File: src/rtl/legv8_main_ctrl_if.sv
// legv8_main_ctrl_if
//   Bundle between the LEGv8 main control FSM and the datapath.
//   master : the control unit. It reads instr_opcode, mem_ready and alu_zero,
//            and drives every control strobe, select and debug output.
//   slave  : the datapath / memory side. It drives the status inputs and
//            consumes the control outputs.
//   Signals:
//     instr_opcode[10:0] IR[31:21]; mem_ready memory access done; alu_zero ALU flag
//     ALU_Op[1:0], alu_src_a, alu_src_b[1:0], reg2loc, ir_write, pc_write,
//     pc_src, mem_read, mem_write, mem_to_reg, reg_write, halted, state[3:0]
interface legv8_main_ctrl_if;
    logic [10:0] instr_opcode;
    logic        mem_ready;
    logic        alu_zero;
    logic [1:0]  ALU_Op;
    logic        alu_src_a;
    logic [1:0]  alu_src_b;
    logic        reg2loc;
    logic        ir_write;
    logic        pc_write;
    logic        pc_src;
    logic        mem_read;
    logic        mem_write;
    logic        mem_to_reg;
    logic        reg_write;
    logic        halted;
    logic [3:0]  state;

    modport master (
        input  instr_opcode, mem_ready, alu_zero,
        output ALU_Op, alu_src_a, alu_src_b, reg2loc, ir_write, pc_write, pc_src,
               mem_read, mem_write, mem_to_reg, reg_write, halted, state
    );

    modport slave (
        output instr_opcode, mem_ready, alu_zero,
        input  ALU_Op, alu_src_a, alu_src_b, reg2loc, ir_write, pc_write, pc_src,
               mem_read, mem_write, mem_to_reg, reg_write, halted, state
    );
endinterface

File: src/rtl/legv8_main_ctrl.sv
// legv8_main_ctrl
//   Multi-cycle LEGv8 main control. This is a Moore FSM that steps each
//   instruction through the phases fetch, decode, execute, memory and
//   write-back. Three outputs are not pure Moore:
//     - ir_write and pc_write in FETCH follow mem_ready.
//     - pc_write in CBZ follows alu_zero.
//     - reg2loc follows the opcode class.
//   Ports:
//     clock   rising-edge clock
//     reset_n asynchronous active-low reset; forces the INIT state
//     bus     legv8_main_ctrl_if.master; opcode/status in, control out
module legv8_main_ctrl (
    input  logic                  clock,
    input  logic                  reset_n,
    legv8_main_ctrl_if.master     bus
);

    typedef enum logic [3:0] {
        S_INIT   = 4'd0,
        S_FETCH  = 4'd1,
        S_DECODE = 4'd2,
        S_EXEC_R = 4'd3,
        S_WB_R   = 4'd4,
        S_ADDR   = 4'd5,
        S_MEM_RD = 4'd6,
        S_WB_LD  = 4'd7,
        S_MEM_WR = 4'd8,
        S_CBZ    = 4'd9,
        S_BR     = 4'd10,
        S_HALT   = 4'd11
    } state_t;

    state_t state_q, state_d;

    // Opcode class decode
    logic is_r, is_ld, is_st, is_cbz, is_b;

    always_comb begin
        is_r   = (bus.instr_opcode == 11'b10001011000) ||
                 (bus.instr_opcode == 11'b11001011000) ||
                 (bus.instr_opcode == 11'b10001010000) ||
                 (bus.instr_opcode == 11'b10101010000);
        is_ld  = (bus.instr_opcode == 11'b11111000010);
        is_st  = (bus.instr_opcode == 11'b11111000000);
        is_cbz = (bus.instr_opcode[10:3] == 8'b10110100);
        is_b   = (bus.instr_opcode[10:5] == 6'b000101);
    end

    always_ff @(posedge clock or negedge reset_n) begin
        if (!reset_n) state_q <= S_INIT;
        else          state_q <= state_d;
    end

    always_comb begin
        state_d        = S_HALT;
        bus.ALU_Op     = 2'b00;
        bus.alu_src_a  = 1'b0;
        bus.alu_src_b  = 2'b00;
        bus.ir_write   = 1'b0;
        bus.pc_write   = 1'b0;
        bus.pc_src     = 1'b0;
        bus.mem_read   = 1'b0;
        bus.mem_write  = 1'b0;
        bus.mem_to_reg = 1'b0;
        bus.reg_write  = 1'b0;
        bus.halted     = 1'b0;
        // Register port 2 reads Rt for the instructions that need Rt's value.
        bus.reg2loc    = is_st || is_cbz;

        case (state_q)
            S_INIT: state_d = S_FETCH;
            S_FETCH: begin
                bus.mem_read  = 1'b1;
                bus.alu_src_b = 2'b01;
                // IR load and PC+4 commit only on the cycle the fetch completes.
                bus.ir_write  = bus.mem_ready;
                bus.pc_write  = bus.mem_ready;
                state_d       = bus.mem_ready ? S_DECODE : S_FETCH;
            end
            S_DECODE: begin
                // Precompute the branch target into ALUOut while decoding.
                bus.alu_src_b = 2'b11;
                if (is_r)                state_d = S_EXEC_R;
                else if (is_ld || is_st) state_d = S_ADDR;
                else if (is_cbz)         state_d = S_CBZ;
                else if (is_b)           state_d = S_BR;
                else                     state_d = S_HALT;
            end
            S_EXEC_R: begin
                bus.alu_src_a = 1'b1;
                bus.ALU_Op    = 2'b10;
                state_d       = S_WB_R;
            end
            S_WB_R: begin
                bus.reg_write = 1'b1;
                state_d       = S_FETCH;
            end
            S_ADDR: begin
                bus.alu_src_a = 1'b1;
                bus.alu_src_b = 2'b10;
                // Only loads and stores reach this state.
                state_d       = is_ld ? S_MEM_RD : S_MEM_WR;
            end
            S_MEM_RD: begin
                bus.mem_read = 1'b1;
                state_d      = bus.mem_ready ? S_WB_LD : S_MEM_RD;
            end
            S_WB_LD: begin
                bus.reg_write  = 1'b1;
                bus.mem_to_reg = 1'b1;
                state_d        = S_FETCH;
            end
            S_MEM_WR: begin
                bus.mem_write = 1'b1;
                state_d       = bus.mem_ready ? S_FETCH : S_MEM_WR;
            end
            S_CBZ: begin
                bus.alu_src_a = 1'b1;
                bus.ALU_Op    = 2'b01;
                bus.pc_src    = 1'b1;
                bus.pc_write  = bus.alu_zero;
                state_d       = S_FETCH;
            end
            S_BR: begin
                bus.pc_write = 1'b1;
                bus.pc_src   = 1'b1;
                state_d      = S_FETCH;
            end
            S_HALT: begin
                bus.halted = 1'b1;
                state_d    = S_HALT;
            end
            default: state_d = S_HALT;
        endcase
    end

    assign bus.state = state_q;

endmodule

File: src/flat_wrapper.sv
// flat-port wrapper written by rule: the top's interface ports become plain ports
module legv8_main_ctrl_flat 
  (clock, reset_n, bus_instr_opcode, bus_mem_ready, bus_alu_zero, bus_ALU_Op, bus_alu_src_a, bus_alu_src_b, bus_reg2loc, bus_ir_write, bus_pc_write, bus_pc_src, bus_mem_read, bus_mem_write, bus_mem_to_reg, bus_reg_write, bus_halted, bus_state);
  legv8_main_ctrl_if bus_i ();
  input  logic clock;
  input  logic reset_n;
  input wire logic [$bits(bus_i.instr_opcode)-1:0] bus_instr_opcode;
  input wire logic [$bits(bus_i.mem_ready)-1:0] bus_mem_ready;
  input wire logic [$bits(bus_i.alu_zero)-1:0] bus_alu_zero;
  output wire logic [$bits(bus_i.ALU_Op)-1:0] bus_ALU_Op;
  output wire logic [$bits(bus_i.alu_src_a)-1:0] bus_alu_src_a;
  output wire logic [$bits(bus_i.alu_src_b)-1:0] bus_alu_src_b;
  output wire logic [$bits(bus_i.reg2loc)-1:0] bus_reg2loc;
  output wire logic [$bits(bus_i.ir_write)-1:0] bus_ir_write;
  output wire logic [$bits(bus_i.pc_write)-1:0] bus_pc_write;
  output wire logic [$bits(bus_i.pc_src)-1:0] bus_pc_src;
  output wire logic [$bits(bus_i.mem_read)-1:0] bus_mem_read;
  output wire logic [$bits(bus_i.mem_write)-1:0] bus_mem_write;
  output wire logic [$bits(bus_i.mem_to_reg)-1:0] bus_mem_to_reg;
  output wire logic [$bits(bus_i.reg_write)-1:0] bus_reg_write;
  output wire logic [$bits(bus_i.halted)-1:0] bus_halted;
  output wire logic [$bits(bus_i.state)-1:0] bus_state;
  assign bus_i.instr_opcode = bus_instr_opcode;
  assign bus_i.mem_ready = bus_mem_ready;
  assign bus_i.alu_zero = bus_alu_zero;
  assign bus_ALU_Op = bus_i.ALU_Op;
  assign bus_alu_src_a = bus_i.alu_src_a;
  assign bus_alu_src_b = bus_i.alu_src_b;
  assign bus_reg2loc = bus_i.reg2loc;
  assign bus_ir_write = bus_i.ir_write;
  assign bus_pc_write = bus_i.pc_write;
  assign bus_pc_src = bus_i.pc_src;
  assign bus_mem_read = bus_i.mem_read;
  assign bus_mem_write = bus_i.mem_write;
  assign bus_mem_to_reg = bus_i.mem_to_reg;
  assign bus_reg_write = bus_i.reg_write;
  assign bus_halted = bus_i.halted;
  assign bus_state = bus_i.state;
  legv8_main_ctrl u_core (.clock(clock), .reset_n(reset_n), .bus(bus_i));
endmodule
File: config.mk
export PLATFORM = sky130hd
export DESIGN_NAME = legv8_main_ctrl_flat
export DESIGN_NICKNAME = d
export VERILOG_FILES = /design/src/rtl/legv8_main_ctrl_if.sv /design/src/rtl/legv8_main_ctrl.sv /design/src/flat_wrapper.sv
export SDC_FILE = /design/constraint.sdc
export NUM_CORES = 1
export LEC_CHECK = 0
export BUFFER_PORTS_ARGS = -buffer_cell sky130_fd_sc_hd__buf_2
export CORE_MARGIN = 5
export CORE_UTILIZATION = 39
export DETAILED_ROUTE_END_ITERATION = 16
export PLACE_DENSITY = 0.75
export SYNTH_ARGS = -nofsm -noshare
export SYNTH_HDL_FRONTEND = slang
export SYNTH_SLANG_ARGS = --single-unit
export TNS_END_PERCENT = 20
File: constraint.sdc
create_clock -name clock -period 1.25 [get_ports clock]
set_input_delay 0.0625 -clock clock [delete_from_list [all_inputs] [get_ports clock]]
set_output_delay 0.0625 -clock clock [all_outputs]
set_load 0.03 [all_outputs]
==> results.py, run 1 <==
metrics = {
    "outcome": {
        "status": "finished with violations",
        "violations": "setup timing",
    },
    "critical_path": {
        "r2r-start": "u_core.bus.state[1]$_DFF_PN0_",
        "critPathMaxStageDelay_ns": 0.45,
        "endpoint_kind": "primary output",
        "critPathSlowestCell": "dfrtp_2",
        "crit_arrival_ns": 1.39,
        "required_ns": 1.19,
        "crit_path_cell_trace": "or3b_4 -> a21oi_4 -> buf_6",
        "cp_num_buf_inv": 1,
        "path_max_fanout": 5,
        "crit_family": "flip-flops",
        "crit_type": "flip-flop to primary output",
        "crit_path_start_kind": "flip-flop",
        "crit_path_start": "u_core.bus.state[0]$_DFF_PN0_",
    },
    "routing": {
        "routed_wl_mm": 2.29,
        "antenna_left": 0,
        "drc": 0,
        "vias": 846,
        "wl_per_cell_um": 15.2,
        "drt_iter0_drc": 24,
        "dr.pass1.iters": 4,
        "viasPerCell": 5.60,
    },
    "layout": {
        "regArea_um2": 105,
        "nets": 151,
        "fin_util_pct": 81.1,
        "fill_cells": 91,
        "largest_reg_flops": 4,
        "syn2layout_area_growth_pct": 100,
        "drive_gt1_share_pct": 68.1,
        "insertedDiodeCount": 0,
        "multi_input_area_um2": 584,
    },
    "clock_network": {
        "numCtsBuffers": 3,
        "clock_latency_ns": 0.24,
        "clk_path_buf_depth": 2,
        "cts_tree": "done",
        "htree_levels": 1,
        "root_buffer": "clkbuf_4",
        "clkSinkCount": 4,
        "cts.reportedPaths.clkPinSlew_ns": 0.04,
    },
    "floorplanning": {
        "die_x_um": 49.1,
        "rows": 14,
        "fp.coreArea_mm2": 0.00147,
        "die_area_mm2": 0.00241,
        "initial_core_util_pct": 40.6,
        "ios": 33,
        "die_h_um": 49.1,
    },
    "yosys": {
        "synthesis.nets": 95,
        "synth_edf_count": 0,
        "netlist_instances": 80,
        "synth_warnings": 0,
        "avgSynthCellArea_um2": 7.46,
        "syn_area_um2": 597,
        "ys_types": 37,
        "synth_top_area_cell": "dfrtp_1",
        "ys_dominant_reg_cell": "dfrtp_1",
        "synth.area.top_cells": "dfrtp_1 17%, nor2_1 10%, a21oi_1 7.5%, mux2i_1 5.0%, nand2b_1 4.2%",
        "ys_ff_latch": 4,
        "synthArstFlopShare_pct": 100,
        "ys_seq_area_share_pct": 16.8,
        "netlist.area_leader.share_pct": 16.8,
    },
    "power_and_ir_drop": {
        "clkPwrFrac_pct": 6.5,
        "peakVddDrop_uv": 1060,
        "combPwrFrac_pct": 83.6,
        "power_w": 0.00275,
        "p_int_w": 0.00137,
        "power_density_mw_per_mm2": 2300,
        "sw_frac_of_total_pct": 50.2,
        "seqPwrFrac_pct": 9.9,
        "switchingPower_w": 0.00138,
        "power.leakage_nw": 0.542,
    },
    "run": {
        "maxCapViolations": 0,
    },
    "sta": {
        "tns_ns": -2.57,
        "hold_violations": 0,
        "rsz0062_at_grt": "yes",
        "slew_viol_final": 0,
        "period_share_pct": 116,
        "fin_hold_ws_ns": 0.152,
        "max_freq_mhz": 688,
        "fin_ws_ns": -0.203,
        "clock_skew_ns": 0.00910,
        "setup_viol_count_final": 17,
        "max_slew_margin_pct": 77.9,
        "period_needed_ns": 1.45,
        "tightest_slew_ns": 0.327,
    },
    "worst_hold_path": {
        "min_path_type": "input pin to async pin",
    },
    "grt": {
        "grt.busiest_layer": "met2",
        "antenna_found_initial": 0,
        "track_usage_pct": 20.0,
        "grt_overflow_total": 0,
        "use_met2_pct": 36.5,
        "grt_pass1_vias": 893,
        "grt_pass1_wl_mm": 3.97,
        "met1_usage_pct": 21.9,
        "grt_use_met3_pct": 5.20,
        "grt_max_degree": 10,
    },
    "placement": {
        "globalplace.congestion": 0.742,
        "dp_slack_ns": -0.239,
        "place.port_buffers": 32,
        "hpwl_mm": 1.55,
    },
}
logic make-up (layout without fill, tap and decap cells):
kind of cell,count (synthesis),in the layout,share of synthesized area (%)
and+or+nand+nor,42,42,45.9
AOI/OAI and AO/OA,22,22,23.9
buffers and inverters,9,64,8.38
DFF,4,4,16.8
muxes,3,3,5.03
cells in the mapped netlist, types with 2 or more instances:
cell,number
nor2_1,16
a21oi_1,9
nand2_1,5
dfrtp_1,4
nand2b_1,4
inv_1,3
mux2i_1,3
nor3_1,3
buf_4,2
clkbuf_1,2
nand3b_1,2
o21ai_0,2
placed cells by master, fill, tap and decap left out, types with 2 or more instances in the layout:
cell	netlist	final
buf_6	1	13
o21ai_1	1	2
a21oi_2	0	3
dfrtp_2	0	4
nor3_4	0	2
inv_1	3	3
nand2b_4	0	4
buf_2	1	18
nand2_2	0	3
clkbuf_4	0	3
buf_4	2	24
mux2i_1	3	3
or2_4	1	2
nand2_1	5	2
a21oi_1	9	5
nor2_2	0	2
nand3b_1	2	2
nor2_1	16	13
timing repair:
action                                  in CTS  in global routing
pin swaps                                    6                  1
setup buffers                                8                  0
resized for setup                           36                 12
hold buffers                                 1                  0
hold endpoints to repair                     4                  0
endpoints found under the setup margin      18                 18
power by group through the flow:
stage	sequential [W]	clock, W	combinational, W
3_3_place_gp	0.000276	0	0.00160
5_1_grt	0.000281	0.000201	0.00243
6_report	0.000273	0.000179	0.00230
3_5_place_dp	0.000277	0	0.00162
4_1_cts	0.000253	0.000184	0.00213
2_1_floorplan	0.000329	0	0.00103
layout make-up:
class / count / area share (%)
Multi-Input combinational cell: 67 / 49.0
Timing Repair Buffer: 57 / 37.4
Sequential cell: 4 / 8.81
Clock buffer: 4 / 2.20
Tap cell: 16 / 1.68
Inverter: 3 / 0.943
metal layers:
| metal | vias to the layer above | routed length (um) | share of wire (%) |
|---|---|---|---|
| li1 | 406 | - | - |
| met1 | 394 | 889 | 39 |
| met2 | 40 | 1180 | 52 |
| met3 | 6 | 188 | 8.2 |
| met4 | 0 | 31 | 1.4 |
| met5 | - | 0 | 0 |
path summary, 6_finish.rpt:
check / depth (start not counted) / slack [ns] / to
max in group asynchronous: 2 / 0.96 / u_core.bus.state[0]$_DFF_PN0_
worst max-delay path: 3 / -0.20 / bus_alu_src_b[1]
worst min-delay path: 2 / 0.15 / u_core.bus.state[2]$_DFF_PN0_
worst max register to register: 5 / -0.16 / u_core.bus.state[2]$_DFF_PN0_
worst min register to register: 3 / 0.75 / u_core.bus.state[1]$_DFF_PN0_
min in group clock: 3 / 0.17 / u_core.bus.state[0]$_DFF_PN0_
through the flow:
| step | std cells | cell area (um^2) |
|---|---|---|
| after floorplan | 80 | 656 |
| after global placement | 138 | 930 |
| after detailed placement | 138 | 930 |
| after CTS | 151 | 1150 |
| after global routing | 151 | 1190 |
| final | 151 | 1190 |
No activity file was read; power rests on OpenSTA's default activity.
==> run 2: changes to the inputs <==
--- a/config.mk
+++ b/config.mk
@@ -6,10 +6,12 @@
 export NUM_CORES = 1
 export LEC_CHECK = 0
 export BUFFER_PORTS_ARGS = -buffer_cell sky130_fd_sc_hd__buf_2
+export CELL_PAD_IN_SITES_DETAIL_PLACEMENT = 2
+export CELL_PAD_IN_SITES_GLOBAL_PLACEMENT = 2
 export CORE_MARGIN = 5
-export CORE_UTILIZATION = 39
+export CORE_UTILIZATION = 20
 export DETAILED_ROUTE_END_ITERATION = 16
-export PLACE_DENSITY = 0.75
+export PLACE_DENSITY = 0.8
 export SYNTH_ARGS = -nofsm -noshare
 export SYNTH_HDL_FRONTEND = slang
 export SYNTH_SLANG_ARGS = --single-unit
==> results.py, run 2 (synthesis gave the netlist of run 1 again) <==
metrics = {
    "critical_path": {
        "endpoint_kind": "primary output",
        "critPathMaxStageDelay_ns": 0.45,
        "crit_path_start_kind": "flip-flop",
        "path_max_fanout": 8,
        "crit_path_cell_trace": "or2_4 -> nand2_1 -> nand2_1 -> a31oi_2 -> buf_6",
        "crit_arrival_ns": 1.41,
        "required_ns": 1.19,
        "critPathSlowestCell": "dfrtp_2",
        "crit_type": "flip-flop to primary output",
        "cpMostUsedCell": "nand2_1",
    },
    "floorplanning": {
        "die_area_mm2": 0.00418,
        "fp.coreArea_mm2": 0.00281,
        "die_x_um": 64.6,
        "ios": 33,
        "die_h_um": 64.6,
        "rows": 19,
        "initial_core_util_pct": 21.3,
    },
    "sta": {
        "clock_skew_ns": 0.00991,
        "fin_ws_ns": -0.226,
        "slew_viol_final": 0,
        "period_needed_ns": 1.48,
        "tightest_slew_ns": 0.355,
        "period_share_pct": 118,
        "max_slew_margin_pct": 75.7,
        "rsz0062_at_grt": "yes",
        "setup_viol_count_final": 18,
        "hold_violations": 0,
        "tns_ns": -2.91,
        "max_freq_mhz": 677,
        "fin_hold_ws_ns": 0.159,
    },
    "power_and_ir_drop": {
        "combPwrFrac_pct": 83.9,
        "power_density_mw_per_mm2": 2300,
        "switchingPower_w": 0.00142,
        "sw_frac_of_total_pct": 50.8,
        "power_w": 0.00279,
        "p_int_w": 0.00137,
        "power.leakage_nw": 0.562,
        "clkPwrFrac_pct": 6.4,
        "seqPwrFrac_pct": 9.7,
        "peakVddDrop_uv": 650,
    },
    "layout": {
        "fin_util_pct": 43.2,
        "final_common_cell": "buf_4",
        "fill_cells": 306,
        "largest_reg_flops": 4,
        "nets": 157,
        "mostFrequentLayoutCells": "33 x buf_4, 18 x buf_2, 13 x nor2_1",
        "insertedDiodeCount": 0,
        "drive_gt1_share_pct": 64.5,
        "multi_input_area_um2": 549,
        "syn2layout_area_growth_pct": 103,
        "regArea_um2": 105,
    },
    "clock_network": {
        "root_buffer": "clkbuf_4",
        "cts_tree": "done",
        "clk_path_buf_depth": 2,
        "numCtsBuffers": 3,
        "htree_levels": 1,
        "clock_latency_ns": 0.24,
        "clkSinkCount": 4,
        "cts.reportedPaths.clkPinSlew_ns": 0.05,
    },
    "placement": {
        "place.port_buffers": 32,
        "globalplace.congestion": 0.791,
        "dp_slack_ns": -0.275,
        "hpwl_mm": 2.21,
    },
    "routing": {
        "routed_wl_mm": 3.31,
        "dr.pass1.iters": 4,
        "wl_per_cell_um": 19.3,
        "vias": 878,
        "viasPerCell": 5.10,
        "antenna_left": 0,
        "drt_iter0_drc": 17,
        "drc": 0,
    },
    "run": {
        "maxCapViolations": 0,
    },
    "grt": {
        "track_usage_pct": 15.2,
        "grt_pass1_wl_mm": 4.99,
        "grt_overflow_total": 0,
        "grt_pass1_vias": 1017,
        "grt_max_degree": 9,
        "antenna_found_initial": 0,
    },
    "outcome": {
        "status": "finished with violations",
        "violations": "setup timing",
    },
    "worst_hold_path": {
        "min_path_type": "input pin to async pin",
    },
}
==> run 2: metal layers <==
layer / track usage, % / wire, um / vias up
met2: 32.5 / 1890 / 22
met3: 2.59 / 95 / 4
met1: 15.7 / 1270 / 436
li1: - / - / 416
met5: 0 / 0 / -
met4: 0.792 / 62 / 0
==> run 2: cell type report <==
type                       instances  area share (%)
timing repair buffer              63            39.7
inverter                           3           0.930
clock buffer                       4            2.17
multi-input combinational         67            45.4
tap                               31            3.20
sequential                         4            8.68
==> run 2: power groups by stage <==
stage                     logic (W)  clock network (W)  registers, W
after floorplan             0.00103                  0      0.000329
after global placement      0.00162                  0      0.000288
after detailed placement    0.00169                  0      0.000295
after CTS                   0.00212           0.000186      0.000261
after global routing        0.00248           0.000199      0.000279
final                       0.00234           0.000179      0.000271
==> run 2: critical path: cells and delay by family (launching register included) <==
family                 cells  cell delay (ns)
AOI/OAI and AO/OA          1             0.16
DFF                        1             0.45
and+or+nand+nor            3             0.42
buffers and inverters      1             0.15
==> run 2: timing repair <==
action / 4_1_cts / 5_1_grt
setup endpoints to repair: 18 / 19
endpoints found under the hold margin: 4 / 0
pin swaps: 4 / 3
resized for setup: 29 / 8
hold buffers: 1 / 0
buffers inserted: 6 / 6
==> run 2: worst paths after layout <==
path / startpoint / end / slack, ns / cells after the start
max: u_core.bus.state[3]$_DFF_PN0_ / bus_alu_src_a / -0.23 / 5
min: reset_n / u_core.bus.state[1]$_DFF_PN0_ / 0.16 / 2
max reg2reg: u_core.bus.state[1]$_DFF_PN0_ / u_core.bus.state[1]$_DFF_PN0_ / -0.20 / 5
min reg2reg: u_core.bus.state[3]$_DFF_PN0_ / u_core.bus.state[0]$_DFF_PN0_ / 0.68 / 2
max in group asynchronous: reset_n / u_core.bus.state[2]$_DFF_PN0_ / 0.94 / 2
min in group clock: bus_mem_ready / u_core.bus.state[0]$_DFF_PN0_ / 0.16 / 3
==> run 2: metrics by stage <==
stage          cells  cell area (um^2)
6_report         172              1210
5_1_grt          172              1210
4_1_cts          166              1130
3_5_place_dp     155               951
3_3_place_gp     155               951
2_1_floorplan     80               656
